### config.mk
export PLATFORM = sky130hd
export DESIGN_NAME = detector_borda_multi
export DESIGN_NICKNAME = d
export VERILOG_FILES = /design/src/rtl/detector_borda_multi.sv
export SDC_FILE = /design/constraint.sdc
export NUM_CORES = 1
export LEC_CHECK = 0
export ABC_AREA = 1
export BUFFER_PORTS_ARGS = -buffer_cell sky130_fd_sc_hd__buf_2
export CELL_PAD_IN_SITES_DETAIL_PLACEMENT = 1
export CELL_PAD_IN_SITES_GLOBAL_PLACEMENT = 1
export CORE_MARGIN = 2
export CORE_UTILIZATION = 37
export DETAILED_ROUTE_END_ITERATION = 8
export PLACE_DENSITY = 0.71
export SYNTH_ARGS = -nofsm -noshare
export SYNTH_HDL_FRONTEND = slang
export SYNTH_SLANG_ARGS = --single-unit
### constraint.sdc
create_clock -name clk -period 2.6 [get_ports clk]
set_input_delay 0.13 -clock clk [delete_from_list [all_inputs] [get_ports clk]]
set_output_delay 0.13 -clock clk [all_outputs]
set_load 0.05 [all_outputs]
### src/rtl/detector_borda_multi.sv
// Multi-channel edge detector: synchroniser, optional debounce filter, edge select, sticky flags, saturating count.
// Optional debounce filter is compiled in with `define DETECTOR_BORDA_DEBOUNCE_EN.
module detector_borda_multi #(
    parameter int N           = 2,
    parameter int SYNC_STAGES = 2,
    parameter int DEBOUNCE    = 4,
    parameter int CNT_W       = 8
) (
    input  logic             clk,
    input  logic             rst,
    input  logic [N-1:0]     entrada,
    input  logic [1:0]       modo,
    input  logic [N-1:0]     limpa,
    input  logic             zera_cont,
    output logic [N-1:0]     detector,
    output logic [N-1:0]     pendente,
    output logic [CNT_W-1:0] contagem
);

    localparam int PW = $clog2(N + 1);
    localparam int SW = CNT_W + PW;

    logic [N-1:0]     r_sync [SYNC_STAGES];
    logic [N-1:0]     w_sinc;
    logic [N-1:0]     w_estavel;
    logic [N-1:0]     r_anterior;
    logic [N-1:0]     w_rise;
    logic [N-1:0]     w_fall;
    logic [N-1:0]     w_det_n;
    logic [PW-1:0]    w_pop;
    logic [SW-1:0]    w_sum;
    logic [CNT_W-1:0] w_cont_next;

    always_ff @(posedge clk or negedge rst) begin
        if (!rst) begin
            for (int s = 0; s < SYNC_STAGES; s++) begin
                r_sync[s] <= '0;
            end
        end else begin
            r_sync[0] <= entrada;
            for (int s = 1; s < SYNC_STAGES; s++) begin
                r_sync[s] <= r_sync[s-1];
            end
        end
    end

    assign w_sinc = r_sync[SYNC_STAGES-1];

`ifdef DETECTOR_BORDA_DEBOUNCE_EN
    localparam int DCW = $clog2(DEBOUNCE + 1);

    generate
        for (genvar gi = 0; gi < N; gi++) begin : g_deb
            logic [DCW-1:0] r_cont;
            logic           r_estavel;

            // A new level is accepted only after DEBOUNCE consecutive mismatching samples.
            always_ff @(posedge clk or negedge rst) begin
                if (!rst) begin
                    r_cont    <= '0;
                    r_estavel <= 1'b0;
                end else if (w_sinc[gi] == r_estavel) begin
                    r_cont <= '0;
                end else if (r_cont == DCW'(DEBOUNCE - 1)) begin
                    r_estavel <= w_sinc[gi];
                    r_cont    <= '0;
                end else begin
                    r_cont <= r_cont + 1'b1;
                end
            end

            assign w_estavel[gi] = r_estavel;
        end
    endgenerate
`else
    assign w_estavel = w_sinc;

    // DEBOUNCE has no effect without the filter; kept for a uniform parameter list.
    generate
        if (DEBOUNCE < 1) begin : g_debounce_unused
        end
    endgenerate
`endif

    always_comb begin
        w_rise = w_estavel & ~r_anterior;
        w_fall = ~w_estavel & r_anterior;
        case (modo)
            2'b00:   w_det_n = w_rise;
            2'b01:   w_det_n = w_fall;
            2'b10:   w_det_n = w_rise | w_fall;
            default: w_det_n = '0;
        endcase
    end

    // Widened sum so several simultaneous events can never wrap before saturation.
    always_comb begin
        w_pop = '0;
        for (int k = 0; k < N; k++) begin
            w_pop = w_pop + PW'(w_det_n[k]);
        end
        w_sum       = {{PW{1'b0}}, contagem} + SW'(w_pop);
        w_cont_next = (|w_sum[SW-1:CNT_W]) ? {CNT_W{1'b1}} : w_sum[CNT_W-1:0];
    end

    always_ff @(posedge clk or negedge rst) begin
        if (!rst) begin
            r_anterior <= '0;
            detector   <= '0;
            pendente   <= '0;
            contagem   <= '0;
        end else begin
            r_anterior <= w_estavel;
            detector   <= w_det_n;
            pendente   <= w_det_n | (pendente & ~limpa);
            contagem   <= zera_cont ? '0 : w_cont_next;
        end
    end

endmodule

==> results of run 1 <==
-- worst register-to-register path: stages (launching register included) --
cell,delay (ns)
dfrtp_1,0.37
inv_1,0.05
ha_1,0.27
nand3b_1,0.15
nand3_1,0.10
inv_1,0.07
fa_1,0.46
inv_1,0.09
ha_1,0.18
nand2_1,0.10
nor2_2,0.13
nand2_2,0.13
nand2_1,0.09
nor2_1,0.04
nor2_2,0.07
-- layout by cell type (no fill, tap or decap) --
cell type	n
a31oi_1	1
o21ai_1	3
nor2_2	2
inv_2	1
dfrtp_1	18
clkbuf_8	1
nand3b_1	3
inv_1	20
nor2_1	5
clkbuf_4	3
a21oi_1	5
xnor2_1	1
buf_4	2
nand2_1	15
ha_1	5
nor2_4	1
nand3_1	7
o21ai_0	1
xor2_1	1
fa_1	1
buf_2	20
nand2_2	1
dlygate4sd3_1	5
-- cell families after synthesis --
logic type | after synthesis
buffers and inverters | 22
adders and majority gates | 6
DFF | 18
xor gates and xnor gates | 2
AOI/OAI and AO/OA | 10
and+or+nand+nor | 34
-- through the flow --
step	total power [mW]	setup WS (ns)	utilization [%]	instance area, µm²	hold slack [ns]
global route	0.633	0.0203	49.3	1080	0.0973
global placement	0.425	0.298	44.7	978	0.0829
floorplan	0.393	0.388	-	847	-0.166
CTS	0.614	0.179	48.6	1060	0.0818
finish	0.601	0.237	49.3	1080	0.0927
detailed placement	0.427	0.213	44.7	978	0.0812
-- how the worst max path moves through the flow --
| stage | to | cells after the start |
|---|---|---|
| finish | contagem[5]$_DFF_PN0_ | 14 |
| CTS | contagem[5]$_DFF_PN0_ | 14 |
| floorplan | contagem[6]$_DFF_PN0_ | 12 |
| detailed placement | contagem[6]$_DFF_PN0_ | 12 |
| global placement | contagem[6]$_DFF_PN0_ | 12 |
| global route | contagem[7]$_DFF_PN0_ | 14 |
-- per-layer routing --
| metal | part of all wire [%] | up-vias | GRT usage (%) |
|---|---|---|---|
| li1 | - | 343 | - |
| met1 | 46 | 339 | 19.9 |
| met2 | 50 | 14 | 25.9 |
| met3 | 3.7 | 2 | 3.45 |
| met4 | 0.76 | 0 | 8.77 |
| met5 | 0 | - | 0 |
-- where the power goes --
| part | internal [mW] | total, mW | leakage, nW | switching [mW] |
|---|---|---|---|---|
| clock network | 0.0853 | 0.173 | 0.0210 | 0.0878 |
| logic | 0.0370 | 0.123 | 0.322 | 0.0857 |
| registers | 0.298 | 0.306 | 0.231 | 0.00806 |
-- flip-flops by register name (all words and copies together) (netlist names) --
name / flops
contagem: 8
detector: 2
pendente: 2
r_anterior: 2
r_sync: 2
w_estavel: 2
-- area by class of cell --
class | count | share of cell area (%)
flip-flops and latches | 18 | 41.7
multi-input cells | 52 | 29.1
repair buffers | 27 | 15.3
inverters | 21 | 7.30
clock buffers | 4 | 3.36
well taps | 28 | 3.24
-- what timing repair did --
item	CTS	global route
hold buffers	5	0
setup endpoints to repair	0	3
buffers inserted	0	2
hold endpoints to repair	22	0
==> flow_summary.yaml, run 1 <==
grt:
  grt_pass1_wl_um: 3080
  grt_max_degree: 19
  first_global_vias: 726
  overflow: 0
  antenna_found_initial: 0
  grt_use_total_pct: 16.1
placement:
  port_buffers: 20
  dp_cells: 139
  gp_congestion: 0.751
  place_hpwl_um: 1300
timing:
  setup-violations-final: 0
  final-hold-violation-count: 0
  tns_ns: 0
  rsz0062_at_grt: "no"
  fmax_mhz: 423
  worstMarginPinSlew_ns: 0.391
  maxSlewHeadroom_pct: 73.9
  clock_skew_ns: 0.00177
  fin_crit_sh_pct: 90.9
  min_period_ns: 2.36
  finalMaxSlewViolations: 0
setup_path:
  crit_arrival_ns: 2.60
  r2r_cells: 14
  slowest_stage: "fa_1"
  path_buf_inv: 3
  crit_type: "flop to flop"
  crit_fanout: 7
  worst_r2r_endpoint: "contagem[5]$_DFF_PN0_"
  r2r_start: "w_estavel[0]$_DFF_PN0_"
  crit_chain: "inv_1 > ha_1 > nand3b_1 > nand3_1 > inv_1 > fa_1 > inv_1 > ha_1 > nand2_1 > nor2_2 > nand2_2 > nand2_1 > nor2_1 > nor2_2"
  start_kind: "flop"
  crit_top_cell: "inv_1"
  end_kind: "flop"
  required_ns: 2.84
  critPathTopFamily: "adder cells"
  rrSetupSlack_ns: 0.24
  max_stage_delay_ns: 0.46
  crit_start: "w_estavel[0]$_DFF_PN0_"
yosys:
  synth_top_family_by_area: "simple AND/OR/NAND/NOR gates"
  syn_nets: 107
  yosys_warnings: 0
  synth-xor-area-share_pct: 2.07
  avgSynthCellArea_um2: 9.21
  synthSimpleGateAreaFrac_pct: 19.2
  ys_seq_area_share_pct: 53.2
  synthTopCellsByArea: "dfrtp_1 (53%), inv_1 (8.9%), ha_1 (7.4%)"
  ys.flop_type: "dfrtp_1"
  synth-seq-cells: 18
  synthMuxAreaShare_pct: 0
  synth_top_area_share_pct: 53.2
  syn_inst: 92
  ys_top_cells_by_count: "inv_1 (20), dfrtp_1 (18), nand2_1 (15)"
  synthesis.area_um2: 847
  yosys.area.top_type: "dfrtp_1"
  synth_compound_gate_area_share_pct: 6.06
  async_flop_share_pct: 100
  synthAdderAreaFrac_pct: 9.75
  synth.distinct_cells: 19
  synth_edf_count: 0
  synth.most_common_cell: "inv_1"
pwr:
  p_leak_nw: 0.574
  ir_worst_vdd_v: 0.000290
  power_density_mw_per_mm2: 557
clock_tree:
  htreeDepth: 1
  cts_resized: 0
  clock-sinks: 18
  cts_tree: "yes"
  cts-root-buf: "clkbuf_4"
  cts-buffers-inserted: 3
  cts_buffer_depth: 2
  clk_pin_slew_ns: 0.10
  clock_latency_ns: 0.29
drt:
  drt-vias-per-instance: 4.65
  dr.pass1.iters: 4
  drc: 0
  wirelength_um: 1700
  ant_nets: 0
  routed-via-count: 698
  avgRoutedWirePerCell_um: 11.4
  drtIter0Drc: 7
die:
  die_w_um: 51.8
  die_h_um: 51.8
  initial_utilization_pct: 38.7
  coreArea_mm2: 0.00219
  dieArea_mm2: 0.00269
  fp-row-count: 17
  boundaryPins: 21
layout:
  finalNonFillerCells: 150
  fillers: 274
  area_growth_pct: 27.5
  nNetsFinal: 138
  n_antenna_cell: 0
  multi_input_area_um2: 314
  drive_gt1_share_pct: 25.4
  seq_area_um2: 450
flow_run:
  maxCapViolCount: 0
min_path:
  hold_end: "contagem[5]$_DFF_PN0_"
  hold_depth: 2
  hold_class: "input pin to flop"
  hp-start: "zera_cont"
run_status:
  outcome: "completed"
Note: power is estimated with default switching activity, not from simulation.
==> run 2, diff against run 1 <==
Settings changed: ABC_AREA 1 to not set, CORE_UTILIZATION 37 to 38.
==> run 2 against run 1 <==
Effect of this change:
- core utilization up 2.8 points
- routed wire length shrank 2.9%
- sequential share of layout area grew 1.5 points
- sequential power rose by 2%
- clock skew grew 0.0024 ns
- maximum frequency is 1.3% lower
- largest cell class unchanged
- register-to-register slack got worse by 0.03 ns
- count of clock-buffer cells in the layout is the same
- hold slack got worse by 0.078 ns
==> flow_summary.yaml, run 2 <==
yosys:
  ys_seq_area_share_pct: 54.9
  syn_inst: 75
  synthesis.area_um2: 821
  ys.flop_type: "dfrtp_1"
  avgSynthCellArea_um2: 10.9
  yosys.area.top_type: "dfrtp_1"
  async_flop_share_pct: 100
  syn_nets: 90
  synth.most_common_cell: "dfrtp_1"
  ys_top_cells_by_count: "dfrtp_1 (18), inv_1 (12), ha_1 (5)"
  synthTopCellsByArea: "dfrtp_1 (55%), ha_1 (7.6%), inv_1 (5.5%)"
  synth-seq-cells: 18
  synth_edf_count: 0
  yosys_warnings: 0
  synth.distinct_cells: 26
  synth_top_area_share_pct: 54.9
grt:
  overflow: 0
  grt_max_degree: 19
  first_global_vias: 604
  grt_pass1_wl_um: 2820
  grt_use_total_pct: 15.0
  antenna_found_initial: 0
setup_path:
  rrSetupSlack_ns: 0.21
  crit_end: "contagem[7]$_DFF_PN0_"
  r2r_cells: 9
  max_stage_delay_ns: 0.40
  crit_chain: "ha_1 > or2_2 > a32oi_4 > fa_1 > inv_1 > ha_1 > and3_2 > nor4b_2 > nor3b_1"
  crit_arrival_ns: 2.57
  crit_start: "w_estavel[0]$_DFF_PN0_"
  crit_fanout: 7
  critPathTopFamily: "simple AND/OR/NAND/NOR gates"
  r2r_start: "w_estavel[0]$_DFF_PN0_"
  required_ns: 2.78
  worst-path-stages: 9
  crit_top_cell: "ha_1"
  start_kind: "flop"
  end_kind: "flop"
  crit_type: "flop to flop"
  worst_r2r_endpoint: "contagem[7]$_DFF_PN0_"
  slowest_stage: "dfrtp_1"
  path_buf_inv: 1
placement:
  place_hpwl_um: 1200
  gp_congestion: 0.673
  port_buffers: 20
  dp_cells: 120
timing:
  worstMarginPinSlew_ns: 0.399
  finalMaxSlewViolations: 0
  setup-violations-final: 0
  min_period_ns: 2.39
  clock_skew_ns: 0.00412
  whs_ns: 0.0146
  maxSlewHeadroom_pct: 73.4
  fin_crit_sh_pct: 92.1
  final-hold-violation-count: 0
  fmax_mhz: 418
clock_tree:
  cts-buffers-inserted: 3
  cts_setup_buffers: 0
  clk_pin_slew_ns: 0.10
  cts-root-buf: "clkbuf_4"
  clock_latency_ns: 0.28
  clock-sinks: 18
  htreeDepth: 1
  cts_buffer_depth: 2
  cts_tree: "yes"
drt:
  routed-via-count: 624
  dr.pass1.iters: 4
  wirelength_um: 1650
  drtIter0Drc: 4
  drc: 0
  drt-vias-per-instance: 4.91
  avgRoutedWirePerCell_um: 13.0
  ant_nets: 0
pwr:
  power_density_mw_per_mm2: 581
  p_total_uw: 605
  p_leak_nw: 0.547
  ir_worst_vdd_v: 0.000278
layout:
  layout_commonest_cell: "buf_2"
  nNetsFinal: 116
  area_growth_pct: 27.0
  fin_util_pct: 52.1
  layout_common_cells: "buf_2 (20), dfrtp_1 (18), inv_1 (12), ha_1 (5)"
  regMostFlops: "contagem"
  n_antenna_cell: 0
  finalNonFillerCells: 127
  drive_gt1_share_pct: 32.0
  largest_register_ffs: 8
run_status:
  outcome: "completed"
die:
  initial_utilization_pct: 41.0
  die_h_um: 50.5
  fp-row-count: 16
  dieArea_mm2: 0.00255
  coreArea_mm2: 0.00200
  boundaryPins: 21
  die_w_um: 50.5
min_path:
  hold_class: "input pin to flop"
flow_run:
  maxCapViolCount: 0
run 2: cell count changes after synthesis, moves of 3 or more:
cell and delta:
inv_1 -8, nand2_1 -11, nand3_1 -6, nand3b_1 -3
nor2b_1 +3, nor3_1 +3
run 2: cell families (layout without fill, tap and decap cells):
kind of cell               count (synthesis)  after routing  share of synthesized area (%)
AOI/OAI and AO/OA                         14             14                           11.4
buffers and inverters                     14             39                           6.55
and+or+nand+nor                           23             23                           17.1
adders and majority gates                  6              6                           10.1
DFF                                       18             18                           54.9
run 2: worst reg2reg max path: stages (launching register included):
cell	delay (ns)
dfrtp_1	0.40
ha_1	0.19
or2_2	0.30
a32oi_4	0.27
fa_1	0.23
inv_1	0.06
ha_1	0.22
and3_2	0.28
nor4b_2	0.28
nor3b_1	0.07
run 2: worst min-delay path by stage:
| stage | start | endpoint | slack (ns) | depth (start not counted) |
|---|---|---|---|---|
| after floorplan | rst | contagem[0]$_DFF_PN0_ | -0.17 | 0 |
| after global placement | rst | r_sync[3]$_DFF_PN0_ | 0.08 | 1 |
| after detailed placement | rst | r_sync[3]$_DFF_PN0_ | 0.08 | 1 |
| after CTS | limpa[1] | pendente[1]$_DFF_PN0_ | 0.002 | 2 |
| after global routing | limpa[0] | pendente[0]$_DFF_PN0_ | 0.001 | 2 |
| final | limpa[1] | pendente[1]$_DFF_PN0_ | 0.01 | 2 |
run 2: area by class of cell:
| cell class | instances | area [µm²] |
|---|---|---|
| Fill cell | 233 | 960 |
| Inverter | 12 | 45.0 |
| Multi-Input combinational cell | 43 | 347 |
| Clock buffer | 4 | 36.3 |
| Tap cell | 27 | 33.8 |
| Timing Repair Buffer | 23 | 130 |
| Sequential cell | 18 | 450 |
run 2: power by group:
group	switching, mW	internal (mW)	leakage (nW)
clock	0.0813	0.0851	0.0210
sequential	0.0126	0.298	0.230
combinational	0.0904	0.0376	0.296
run 2: stage by stage:
step / area [µm²] / worst slack [ns] / setup TNS [ns]
detailed placement: 946 / 0.131 / 0
finish: 1040 / 0.205 / 0
floorplan: 821 / 0.214 / 0
global route: 1040 / -0.00467 / -0.00467
global placement: 946 / 0.199 / 0
CTS: 1010 / 0.107 / 0
run 2: what timing repair did:
item	4_1_cts	5_1_grt
resized for setup	0	4
setup endpoints to repair	0	3
hold buffers	3	0
hold endpoints to repair	20	0
run 2: per-layer routing:
layer	vias to the layer above	track usage (%)	share of wire [%]
met3	2	3.87	4.2
met1	307	20.2	45
met5	-	0	0
met2	12	23.9	49
li1	303	-	-
met4	0	4.05	0.85
==> run 3, diff against run 2 <==
Settings changed: CORE_UTILIZATION 38 to 30, PLACE_DENSITY 0.71 to 0.57.
Clock period 2.6 ns to 2.8 ns, I/O delays scaled along.
==> run 3 against run 2 <==
Effect of this change:
- hold slack better by 0.017 ns
- register-to-register slack better by 0.05 ns
- combinational power decreased by 11%
- final cell count up 2.4%
- largest cell class unchanged
- highest routed layer unchanged
- critical path type unchanged
- sequential share of layout area rose by 1.3 points
- clock power decreased by 26%
- sequential power shrank 7.7%
==> flow_summary.yaml, run 3 (synthesis gave the netlist of run 2 again) <==
drt:
  drc: 0
  drtIter0Drc: 10
  drt-vias-per-instance: 4.86
  dr.pass1.iters: 2
  avgRoutedWirePerCell_um: 13.0
  ant_nets: 0
  wirelength_um: 1690
  routed-via-count: 632
setup_path:
  crit_type: "flop to flop"
  crit_chain: "ha_1 > or2_2 > a32oi_1 > fa_1 > inv_1 > ha_1 > and3_2 > nor4b_1 > nor3b_1"
  start_kind: "flop"
  max_stage_delay_ns: 0.41
  crit_top_cell: "ha_1"
  crit_arrival_ns: 2.71
  slowest_stage: "dfrtp_1"
  required_ns: 2.97
  crit_fanout: 7
  end_kind: "flop"
grt:
  grt_use_total_pct: 12.0
  grt_pass1_wl_um: 2900
  grt_max_degree: 19
  antenna_found_initial: 0
  overflow: 0
  met2_usage_pct: 18.5
  grt_busiest_layer: "met2"
  first_global_vias: 651
  met3_usage_pct: 4.84
  met1_usage_pct: 15.2
timing:
  clock_skew_ns: 0.00713
  fmax_mhz: 394
  final-hold-violation-count: 0
  min_period_ns: 2.54
  worstMarginPinSlew_ns: 0.400
  maxSlewHeadroom_pct: 73.4
  fin_crit_sh_pct: 90.7
  tns_ns: 0
  rsz0062_at_grt: "no"
  finalMaxSlewViolations: 0
  setup-violations-final: 0
placement:
  gp_congestion: 0.705
  port_buffers: 20
  place_hpwl_um: 1280
  placed_cell_area_um2: 950
  dp_cells: 123
clock_tree:
  cts_resized: 0
  htreeDepth: 1
  cts-buffers-inserted: 3
  clock_latency_ns: 0.29
  clock-sinks: 18
  cts-root-buf: "clkbuf_4"
  cts_tree: "yes"
  clk_pin_slew_ns: 0.10
  cts_buffer_depth: 2
layout:
  layout_common_cells: "buf_2 (20), dfrtp_1 (18), inv_1 (12), ha_1 (5)"
  fin_util_pct: 39.8
  area_growth_pct: 23.3
  seq_area_um2: 450
  finalNonFillerCells: 130
  layout_commonest_cell: "buf_2"
  fin_area_mm2: 0.00101
  regMostFlops: "contagem"
  multi_input_area_um2: 317
  drive_gt1_share_pct: 28.0
  fillers: 295
  largest_register_ffs: 8
  nNetsFinal: 117
  n_antenna_cell: 0
die:
  fp-row-count: 18
  die_w_um: 56.3
  dieArea_mm2: 0.00317
  coreArea_mm2: 0.00254
  boundaryPins: 21
  initial_utilization_pct: 32.3
  die_h_um: 56.3
pwr:
  power.share.switching_pct: 31.4
  power_density_mw_per_mm2: 519
  p_int_uw: 360
  seq_power_share_pct: 54.8
  p_leak_nw: 0.541
  switchingPower_uw: 165
  ir_worst_vdd_v: 0.000285
  pwr-share-comb_pct: 21.8
  p_total_uw: 525
  p_clk_share_pct: 23.5
run_status:
  outcome: "completed"
min_path:
  hold_class: "input pin to flop"
flow_run:
  maxCapViolCount: 0
-- run 3: changes by cell type in the layout (fill, tap and decap cells not counted), sizes merged --
cell	before	now
clkbuf	4	3
dlygate4sd3	3	4
-- run 3: worst paths after layout --
| kind | startpoint | end | slack (ns) | depth (start not counted) |
|---|---|---|---|---|
| max in group asynchronous | rst | r_sync[2]$_DFF_PN0_ | 2.21 | 2 |
| min in group asynchronous | rst | detector[1]$_DFF_PN0_ | 0.30 | 2 |
| hold reg to reg | r_sync[2]$_DFF_PN0_ | w_estavel[0]$_DFF_PN0_ | 0.35 | 0 |
| setup / recovery | w_estavel[1]$_DFF_PN0_ | contagem[7]$_DFF_PN0_ | 0.26 | 9 |
| setup reg to reg | w_estavel[1]$_DFF_PN0_ | contagem[7]$_DFF_PN0_ | 0.26 | 9 |
| hold / removal | limpa[0] | pendente[0]$_DFF_PN0_ | 0.03 | 2 |
-- run 3: repair_timing --
action | in CTS | in global routing
endpoints found under the hold margin | 20 | 1
hold buffers | 3 | 1
endpoints found under the setup margin | 0 | 0
setup buffers | 0 | 0
-- run 3: power by group through the flow --
stage | registers, mW | logic [mW] | clock network (mW)
3_5_place_dp | 0.293 | 0.112 | 0
5_1_grt | 0.290 | 0.126 | 0.150
2_1_floorplan | 0.337 | 0.0329 | 0
6_report | 0.287 | 0.114 | 0.123
4_1_cts | 0.288 | 0.116 | 0.134
3_3_place_gp | 0.293 | 0.111 | 0
-- run 3: final cells by class --
cell class | instances | share of cell area [%]
clock buffers | 3 | 2.22
inverters | 12 | 4.45
multi-input cells | 43 | 31.3
flip-flops and latches | 18 | 44.5
well taps | 30 | 3.71
repair buffers | 24 | 13.8
-- run 3: worst max-delay path: cells and delay by family (launching register included) --
family,cells,cell delay (ns)
AOI/OAI and AO/OA,1,0.34
and+or+nand+nor,4,0.93
buffers and inverters,1,0.07
adders and majority gates,3,0.69
DFF,1,0.41
-- run 3: metrics by stage --
stage / setup slack [ns] / hold WS [ns]
after floorplan: 0.414 / -0.156
after global placement: 0.373 / 0.0914
after detailed placement: 0.249 / 0.0974
after CTS: 0.226 / 0.0158
after global routing: 0.0780 / 0.0140
final: 0.260 / 0.0316
-- run 3: per-layer routing --
| layer | vias to the layer above | part of all wire (%) |
|---|---|---|
| li1 | 303 | - |
| met1 | 311 | 46 |
| met2 | 14 | 47 |
| met3 | 4 | 4.6 |
| met4 | 0 | 1.6 |
| met5 | - | 0 |
